--- src/rtl/decimal_entry_if.sv ---
// Keypad-to-converter bundle: key handshake in, BCD echo and converted binary result out.
// dbg_state mirrors the converter FSM so checkers can bind to it without reaching inside.
interface decimal_entry_if #(
    parameter int NUMBER_WIDTH = 16
);
    // ceil(NUMBER_WIDTH * log10(2)) in integer arithmetic
    localparam int DIGITS_COUNT = (NUMBER_WIDTH * 301030 + 999999) / 1000000;
    localparam int COUNT_W      = $clog2(DIGITS_COUNT + 1);

    // key_valid/key_code are held by the producer until key_valid && key_ready at a rising edge;
    // that edge is the only point where a key is consumed.
    logic                      key_valid;
    logic                      key_ready;
    logic [3:0]                key_code;
    logic [4*DIGITS_COUNT-1:0] digits;
    logic [COUNT_W-1:0]        digit_count;
    logic [NUMBER_WIDTH-1:0]   value;
    logic                      value_valid;
    logic                      overflow;
    logic [1:0]                dbg_state;

    modport master (
        output key_valid, key_code,
        input  key_ready, digits, digit_count, value, value_valid, overflow, dbg_state
    );

    modport slave (
        input  key_valid, key_code,
        output key_ready, digits, digit_count, value, value_valid, overflow, dbg_state
    );
endinterface

--- src/rtl/decimal_entry.sv ---
// Decimal keypad entry: editable BCD buffer, converted to binary one digit per cycle on ENTER.
// Result saturates to all-ones with overflow set when the entry exceeds NUMBER_WIDTH bits.
module decimal_entry #(
    parameter int NUMBER_WIDTH = 16
) (
    input logic           clk,
    input logic           rst,
    decimal_entry_if.slave bus
);
    localparam int DIGITS_COUNT = (NUMBER_WIDTH * 301030 + 999999) / 1000000;
    localparam int COUNT_W      = $clog2(DIGITS_COUNT + 1);
    localparam int DIG_W        = 4 * DIGITS_COUNT;
    localparam int ACC_W        = NUMBER_WIDTH + 4;

    localparam logic [ACC_W-1:0]   MAX_VAL   = {4'b0000, {NUMBER_WIDTH{1'b1}}};
    localparam logic [COUNT_W-1:0] FULL_CNT  = COUNT_W'(DIGITS_COUNT);
    localparam logic [COUNT_W-1:0] LAST_IDX  = COUNT_W'(DIGITS_COUNT - 1);
    localparam logic [3:0]         KEY_BS    = 4'd10;
    localparam logic [3:0]         KEY_CLR   = 4'd11;
    localparam logic [3:0]         KEY_ENTER = 4'd12;

    typedef enum logic [1:0] {
        S_ENTRY   = 2'd0,
        S_CONVERT = 2'd1,
        S_DONE    = 2'd2
    } state_e;

    state_e               state_q, state_d;
    logic [DIG_W-1:0]     digits_q, digits_d;
    logic [COUNT_W-1:0]   count_q, count_d;
    logic [ACC_W-1:0]     acc_q, acc_d;
    logic [COUNT_W-1:0]   idx_q, idx_d;
    logic                 ovf_q, ovf_d;
    logic [NUMBER_WIDTH-1:0] value_q, value_d;
    logic                 overflow_q, overflow_d;
    logic                 value_valid_q, value_valid_d;

    logic                 key_ready;
    logic                 key_accept;
    logic [3:0]           cur_digit;
    logic [ACC_W-1:0]     acc_next;

    assign key_accept = bus.key_valid && key_ready;

    always_ff @(posedge clk) begin
        if (!rst) begin
            state_q       <= S_ENTRY;
            digits_q      <= '0;
            count_q       <= '0;
            acc_q         <= '0;
            idx_q         <= '0;
            ovf_q         <= 1'b0;
            value_q       <= '0;
            overflow_q    <= 1'b0;
            value_valid_q <= 1'b0;
        end else begin
            state_q       <= state_d;
            digits_q      <= digits_d;
            count_q       <= count_d;
            acc_q         <= acc_d;
            idx_q         <= idx_d;
            ovf_q         <= ovf_d;
            value_q       <= value_d;
            overflow_q    <= overflow_d;
            value_valid_q <= value_valid_d;
        end
    end

    always_comb begin
        state_d = state_q;
        case (state_q)
            S_ENTRY:   if (key_accept && bus.key_code == KEY_ENTER) state_d = S_CONVERT;
            S_CONVERT: if (idx_q == '0) state_d = S_DONE;
            S_DONE:    state_d = S_ENTRY;
            default:   state_d = S_ENTRY;
        endcase
    end

    always_comb begin
        key_ready = (state_q == S_ENTRY);
    end

    // Most significant slot first; unfilled leading slots hold zero.
    always_comb begin
        cur_digit = '0;
        for (int i = 0; i < DIGITS_COUNT; i++) begin
            if (idx_q == COUNT_W'(i)) cur_digit = digits_q[4*i +: 4];
        end
    end

    assign acc_next = (acc_q << 3) + (acc_q << 1) + ACC_W'(cur_digit);

    always_comb begin
        digits_d      = digits_q;
        count_d       = count_q;
        acc_d         = acc_q;
        idx_d         = idx_q;
        ovf_d         = ovf_q;
        value_d       = value_q;
        overflow_d    = overflow_q;
        value_valid_d = 1'b0;
        case (state_q)
            S_ENTRY: begin
                if (key_accept) begin
                    if (bus.key_code <= 4'd9) begin
                        if (count_q < FULL_CNT) begin
                            digits_d = (digits_q << 4) | DIG_W'(bus.key_code);
                            count_d  = count_q + 1'b1;
                        end
                    end else if (bus.key_code == KEY_BS) begin
                        if (count_q != '0) begin
                            digits_d = digits_q >> 4;
                            count_d  = count_q - 1'b1;
                        end
                    end else if (bus.key_code == KEY_CLR) begin
                        digits_d = '0;
                        count_d  = '0;
                    end else if (bus.key_code == KEY_ENTER) begin
                        acc_d = '0;
                        idx_d = LAST_IDX;
                        ovf_d = 1'b0;
                    end
                end
            end
            S_CONVERT: begin
                // Once ovf is set acc may wrap; the value is discarded by saturation anyway.
                acc_d = acc_next;
                ovf_d = ovf_q | (acc_next > MAX_VAL);
                idx_d = idx_q - 1'b1;
            end
            S_DONE: begin
                value_d       = ovf_q ? '1 : acc_q[NUMBER_WIDTH-1:0];
                overflow_d    = ovf_q;
                value_valid_d = 1'b1;
                digits_d      = '0;
                count_d       = '0;
            end
            default: ;
        endcase
    end

    assign bus.key_ready   = key_ready;
    assign bus.digits      = digits_q;
    assign bus.digit_count = count_q;
    assign bus.value       = value_q;
    assign bus.value_valid = value_valid_q;
    assign bus.overflow    = overflow_q;
    assign bus.dbg_state   = state_q;
endmodule

--- src/flat_wrapper.sv ---
// flat-port wrapper written by rule: the top's interface ports become plain ports
module decimal_entry_flat 
#(
    parameter int NUMBER_WIDTH = 16
)
  (clk, rst, bus_key_valid, bus_key_code, bus_key_ready, bus_digits, bus_digit_count, bus_value, bus_value_valid, bus_overflow, bus_dbg_state);
  decimal_entry_if #(.NUMBER_WIDTH(NUMBER_WIDTH)) bus_i ();
  input logic clk;
  input logic rst;
  input wire logic [$bits(bus_i.key_valid)-1:0] bus_key_valid;
  input wire logic [$bits(bus_i.key_code)-1:0] bus_key_code;
  output wire logic [$bits(bus_i.key_ready)-1:0] bus_key_ready;
  output wire logic [$bits(bus_i.digits)-1:0] bus_digits;
  output wire logic [$bits(bus_i.digit_count)-1:0] bus_digit_count;
  output wire logic [$bits(bus_i.value)-1:0] bus_value;
  output wire logic [$bits(bus_i.value_valid)-1:0] bus_value_valid;
  output wire logic [$bits(bus_i.overflow)-1:0] bus_overflow;
  output wire logic [$bits(bus_i.dbg_state)-1:0] bus_dbg_state;
  assign bus_i.key_valid = bus_key_valid;
  assign bus_i.key_code = bus_key_code;
  assign bus_key_ready = bus_i.key_ready;
  assign bus_digits = bus_i.digits;
  assign bus_digit_count = bus_i.digit_count;
  assign bus_value = bus_i.value;
  assign bus_value_valid = bus_i.value_valid;
  assign bus_overflow = bus_i.overflow;
  assign bus_dbg_state = bus_i.dbg_state;
  decimal_entry #(.NUMBER_WIDTH(NUMBER_WIDTH)) u_core (.clk(clk), .rst(rst), .bus(bus_i));
endmodule
--- config.mk ---
export PLATFORM = sky130hd
export DESIGN_NAME = decimal_entry_flat
export DESIGN_NICKNAME = d
export VERILOG_FILES = /design/src/rtl/decimal_entry_if.sv /design/src/rtl/decimal_entry.sv /design/src/flat_wrapper.sv
export SDC_FILE = /design/constraint.sdc
export NUM_CORES = 1
export LEC_CHECK = 0
export ABC_AREA = 1
export CAP_MARGIN = 10
export CELL_PAD_IN_SITES_DETAIL_PLACEMENT = 1
export CELL_PAD_IN_SITES_GLOBAL_PLACEMENT = 1
export CORE_UTILIZATION = 46
export DETAILED_ROUTE_END_ITERATION = 8
export DONT_BUFFER_PORTS = 1
export PLACE_DENSITY_LB_ADDON = 0.1
export SLEW_MARGIN = 20
export SYNTH_ARGS = -nofsm -noshare
export SYNTH_HDL_FRONTEND = slang
export SYNTH_SLANG_ARGS = --single-unit
--- constraint.sdc ---
create_clock -name clk -period 3.6 [get_ports clk]
set_input_delay 0.54 -clock clk [delete_from_list [all_inputs] [get_ports clk]]
set_output_delay 0.54 -clock clk [all_outputs]
set_load 0.005 [all_outputs]
-- Word-level counts from Yosys, hierarchy flattened
Cells that the tools add are included.
Widths: inputs -> output; s select.
- flip-flop bits (word level): 66
- input bits: 7
- output and inout port bits: 44
- word-level logic and storage cells: 90
- $add $sub $neg: 5
- magnitude comparators: 3
- eq/ne operators: 19
- multiplexer cells: 42
- bitwise operators: 2
- reduce and logical (&&, ||, !) cells: 10
- operators with widths (operator ; count):
    $mux 20 ; 6
    $mux 19 ; 5
    $pmux 20 s2 ; 1
    $pmux 19 s2 ; 1
    $mux 3 ; 11
    $add 20x20->20 ; 1
    $add 20x4->20 ; 1
    $gt 20x16->1 const B ; 1
    $mux 4 ; 5
    $or 20x4->20 ; 1
    $mux 16 ; 1
    $eq 4x4->1 const B ; 3
    $ne 2x2->1 const B ; 6
    $pmux 3 s2 ; 2
    $ne 4x4->1 const B ; 2
    $eq 3x2->1 const B ; 2
    $mux 1 ; 6
    $reduce_and 6->1 ; 1
    $sub 3x1->3 const B ; 2
    $reduce_and 5->1 ; 1
    $le 4x4->1 const B ; 1
    $mux 2 ; 2
    $pmux 2 s2 ; 1
    $reduce_bool 2->1 ; 2
    15 further kinds ; 16

-- Depth between registers and ports, before layout
Gate-level depths: netlist of the first run.
- word-level depth: 10
- mapped depth: 22
- gate-level depth less buffers: 22

-- Worst setup path after synthesis of the first run
OpenSTA, ideal clock, no wires.
- path type: reg2reg
- from: reg u_core.idx_q[0]
- to: reg u_core.acc_q[14]
- setup time: 0.132 ns
- arrival time: 2.931 ns
- required time: 3.468 ns
- path slack: 0.537 ns
- cell stages (with the launch flop): 19
- buffers on the path: 0
- clock period less this slack: 3.063 ns
- cell sequence: dfxtp_1 inv_1 ha_1 nand2_1 o21ai_0 o221ai_1 a31oi_1 fa_1 inv_1 fa_1 inv_1 nand3_1 nand3_1 nand2_1 nand2_1 a21oi_1 or2_2 nand3_1 a21oi_1
- cells in the longest elaborated chain, start to end: 8
- elaborated cells on any way between the ends: 12
- classes of those cells: add/sub: 1; eq/ne: 4; mux: 6; reduce/logical: 1
- RTL lines (what ; line ; RTL):
    start: declaration ; decimal_entry.sv:32 ; logic [COUNT_W-1:0] idx_q, idx_d;
    start signal: assignment ; decimal_entry.sv:61 ; idx_q <= idx_d;
    $logic_not 3->1 ; decimal_entry.sv:87 ; if (idx_q == COUNT_W'(i)) cur_digit = digits_q[4*i +: 4];
    $mux 4 (4 in series) ; decimal_entry.sv:87 ;
    $mux 4 * ; decimal_entry.sv:87 ;
    $add 20x4->20 * ; decimal_entry.sv:91 ; assign acc_next = (acc_q << 3) + (acc_q << 1) + ACC_W'(cur_digit);
    $pmux 19 s2 * ; decimal_entry.sv:102 ; case (state_q)
    end signal: assignment ; decimal_entry.sv:50 ; acc_q <= '0;
    end signal: assignment ; decimal_entry.sv:60 ; acc_q <= acc_d;
    end: declaration ; decimal_entry.sv:31 ; logic [ACC_W-1:0] acc_q, acc_d;
Mark *: on every way between the ends. The rest lies on a longest branch, timed or not.
A chain may end at the register's enable or synchronous reset.

-- Final worst setup path of the first run
- from: reg u_core.idx_q[1]
- to: reg u_core.acc_q[14]
Same word-level chain as after synthesis.

==> results by group, run 1 <==
Finish
  – N_diodes: 0
  – Share of layout cells above drive strength 1: 7.52%
  – Nets: 658
  – Final Cell Area: approximately 0.0046 mm2
  – Non-Filler Instances: just over 700
  – Layout area overhead: 8.73%
  – Layout Utilization: 51.9%
  – Fill cells: approximately 1200

Die
  – DIE AREA: 0.00948 mm2
  – DIE HEIGHT: approximately 97 um
  – Row Count: 34
  – Starting density of the core: between 40 and 50%
  – IO Pins: 51
  – Die Wd: between 90 and 100 um
  – Total core area: a little under 0.009 mm2

Worst hold path
  – Hold Path Stages: 2
  – Hold path startpoint: rst
  – Hold/Removal Path Class: in2reg
  – WHS Endpoint: u_core.bus.digits[14]

Global route
  – Pin count of the biggest net entering global routing: 42
  – Grt total ovfl: 0
  – Initial antenna violation count: 0
  – First-pass GRT wire length: roughly 21 mm
  – Layer carrying the most global-route usage: met2
  – Met1 global-route usage: between 30% and 40%
  – Met3 usage: 4.82%
  – Grt met2 use: around half
  – Total Routing Usage GR: roughly 28%
  – Vias in the first global route: 4363

Drt
  – Final ANT Viol Nets: 0
  – Routed vias/inst: around 5.7
  – Via count: around 4100
  – DRC: 0
  – Initial DRC count: 126
  – Number of detailed-route iterations in the first pass: 4
  – WL/cell: 17.9 um
  – Detailed Route WL: roughly 13 mm

Worst setup path
  – R2R setup slack: roughly 200 ps
  – R2R Path End: u_core.acc_q[14]
  – RR Startpoint: u_core.idx_q[1]
  – Crit. End Element: flop
  – Critical Path Fanout Max: 5
  – Critical path cell sequence: inv_1, ha_2, nand2_1, o21ai_0, o221ai_1, a31oi_2, fa_1, inv_1, fa_1, inv_2, nand3_1, nand3_2, nand2_1, nand2_2, a21oi_1, or2_2, nand3_1, a21oi_1
  – Setup Crit Path Kind: reg2reg
  – Critical Path RT: 3830 ps
  – Worst EP arrival: around 3600 ps
  – Crit start category: flop
  – CP max stage delay: approximately 590 ps
  – CP max-delay cell: fa_1
  – Reg2Reg Depth: 18

Placement
  – Placer Congestion: 0.884
  – Post-DP Area: 0.00426 mm2
  – Post-DP HPWL: about 9.4 mm
  – Total placed cells including tap cells: roughly 700
  – Port Buffer Count: 0

Timing
  – Worst slew margin: 55.0%
  – Final Hold Fails: 0
  – # setup viols final: 0
  – Worst-margin pin slew: 673 ps
  – Crit share post-route: 94.3%
  – Max-slew violations: 0
  – FMAX: between 200 and 300 MHz
  – Setup Skew: roughly 11 ps
  – Minimum clock period: around 3400 ps
  – Total Neg Setup Slack: 0 ps

Synthesis
  – Cells after Synth: around 600
  – Synthesized area per cell: around 7 um2
  – Simple-gate portion of the synthesized area: 26.9%
  – Post-synth net total: about 660
  – Post-synth EDFFs: 0
  – Largest family of logic cells by synthesized area: simple AND/OR/NAND/NOR gates
  – Mux cell area share after synthesis: 0%
  – Synth Register Bits: 66
  – Post-synthesis compound-gate area fraction: between 10% and 20%
  – Mapped cell area: ~0.0042 mm2
  – Synth Flop Type: dfxtp_1
  – Post-Synth Adder-Cell Area: 13.5%
  – Most frequent cell after synthesis: nand2_1
  – Post-synthesis sequential area ratio: 31.6%
  – Commonest cells post-synth: nand2_1, dfxtp_1, a21oi_1, inv_1, o21ai_0
  – FFs w/ async S/R, synth: 0%
  – Main area contributors after synthesis: dfxtp_1, nand2_1, ha_1
  – Area share of the largest cell type after synthesis: 31.6%
  – Xor and xnor fraction of the mapped netlist area: 0.419%
  – Netlist cell types: 36
  – Ys Warns: 0
  – Synth area leader: dfxtp_1

Clock tree
  – Clock Latency Late Sink: ~370 ps
  – Clock Tree Buf Depth: 2
  – CTS tree: built
  – Root buffer cell: clkbuf_8
  – CTS Buf Count: 9
  – CTS Sinks: between 60 and 70
  – H-tree level count: 3
  – Worst-path clk slew: around 80 ps
  – Hold Buf Count CTS: 0

Power
  – Total power: 1.70 mW
  – Leak Pwr: 2.11 nW
  – Max IR drop VDD: about 0.00015 V
  – Pwr/cell area: between 300 and 400 mW/mm2

Status
  – Status: complete, no violations

Job
  – Max_cap viols: 0
[cells by family (layout without fill, tap and decap cells)]
group | Yosys count | in the layout
flops | 66 | 66
simple gates | 267 | 267
fa+ha+maj | 44 | 44
xor+xnor | 2 | 2
compound gates | 147 | 147
buf+inv | 82 | 86
[sequential cells by signal, summed over array words and instances (netlist names)]
register / cells
u_core.bus.value: 16
u_core.bus.overflow: 1
u_core.bus.dbg_state: 2
u_core.bus.value_valid: 1
u_core.acc_q: 19
u_core.bus.digits: 20
u_core.ovf_q: 1
u_core.idx_q: 3
u_core.bus.digit_count: 3
[layout make-up]
class	count	area [um2]	share of cell area (%)
timing repair buffer	7	52.6	1.15
clock inverter	6	115	2.53
multi-input combinational	460	2560	56.2
inverter	63	239	5.25
clock buffer	10	128	2.80
tap	108	135	2.97
sequential	66	1320	29.1
[power breakdown]
group          leakage [nW]  switching [mW]  internal (mW)
clock network         0.117           0.325          0.463
logic                  1.45          0.0943         0.0456
registers             0.536          0.0260          0.749
[metrics by stage]
step | setup slack [ps] | hold slack [ps]
6_report | 204 | 303
2_1_floorplan | 537 | 454
3_5_place_dp | 112 | 472
3_3_place_gp | 338 | 465
5_1_grt | -32.8 | 297
4_1_cts | 71.4 | 303
[routing by layer]
layer  wire length [um]  share of wire (%)
met4                310                2.4
met2               6500                 51
met3                532                4.1
met1               5520                 43
met5                  0                  0
[critical path: cells and delay by family, from the launching register on]
family	cells	cell delay, ps
flops	1	340
compound gates	5	580
buf+inv	3	260
fa+ha+maj	3	1260
simple gates	7	800
[how the worst max path moves through the flow]
stage                    startpoint          endpoint  slack [ps]  cells past startpoint
floorplan           u_core.idx_q[0]  u_core.acc_q[14]         540                     18
global placement    u_core.idx_q[0]  u_core.acc_q[14]         340                     18
detailed placement  u_core.idx_q[0]  u_core.acc_q[14]         110                     18
CTS                 u_core.idx_q[0]  u_core.acc_q[14]          70                     18
global route        u_core.idx_q[1]      u_core.ovf_q         -30                     21
finish              u_core.idx_q[1]  u_core.acc_q[14]         200                     18
[cells in the final DEF (no fill, tap or decap), drive strengths merged, types with 3 or more instances in the layout]
master,instances
bufinv,3
nand2,164
inv,61
o22ai,3
nand3,42
ha,42
nor3,11
o211ai,5
o21ai,59
clkinv,4
dfxtp,66
or2,3
nor2,45
clkbuf,10
o221ai,3
buf,7
a31oi,5
a21oi,65
[repair_timing]
item / in CTS / in global routing
setup endpoints to repair: 0 / 4
gates resized for setup: 0 / 11
hold endpoints to repair: 0 / 0
buffers inserted: 0 / 3
Power figures use the tool's default switching activity.
==> run 2, diff against run 1 <==
--- a/config.mk
+++ b/config.mk
@@ -10,6 +10,7 @@
 export CELL_PAD_IN_SITES_DETAIL_PLACEMENT = 1
 export CELL_PAD_IN_SITES_GLOBAL_PLACEMENT = 1
 export CORE_UTILIZATION = 46
+export CTS_CLUSTER_DIAMETER = 80
 export DETAILED_ROUTE_END_ITERATION = 8
 export DONT_BUFFER_PORTS = 1
 export PLACE_DENSITY_LB_ADDON = 0.1
==> results of run 2 <==
Same layout as run 1: the final DEF is identical, and so are final timing and power.
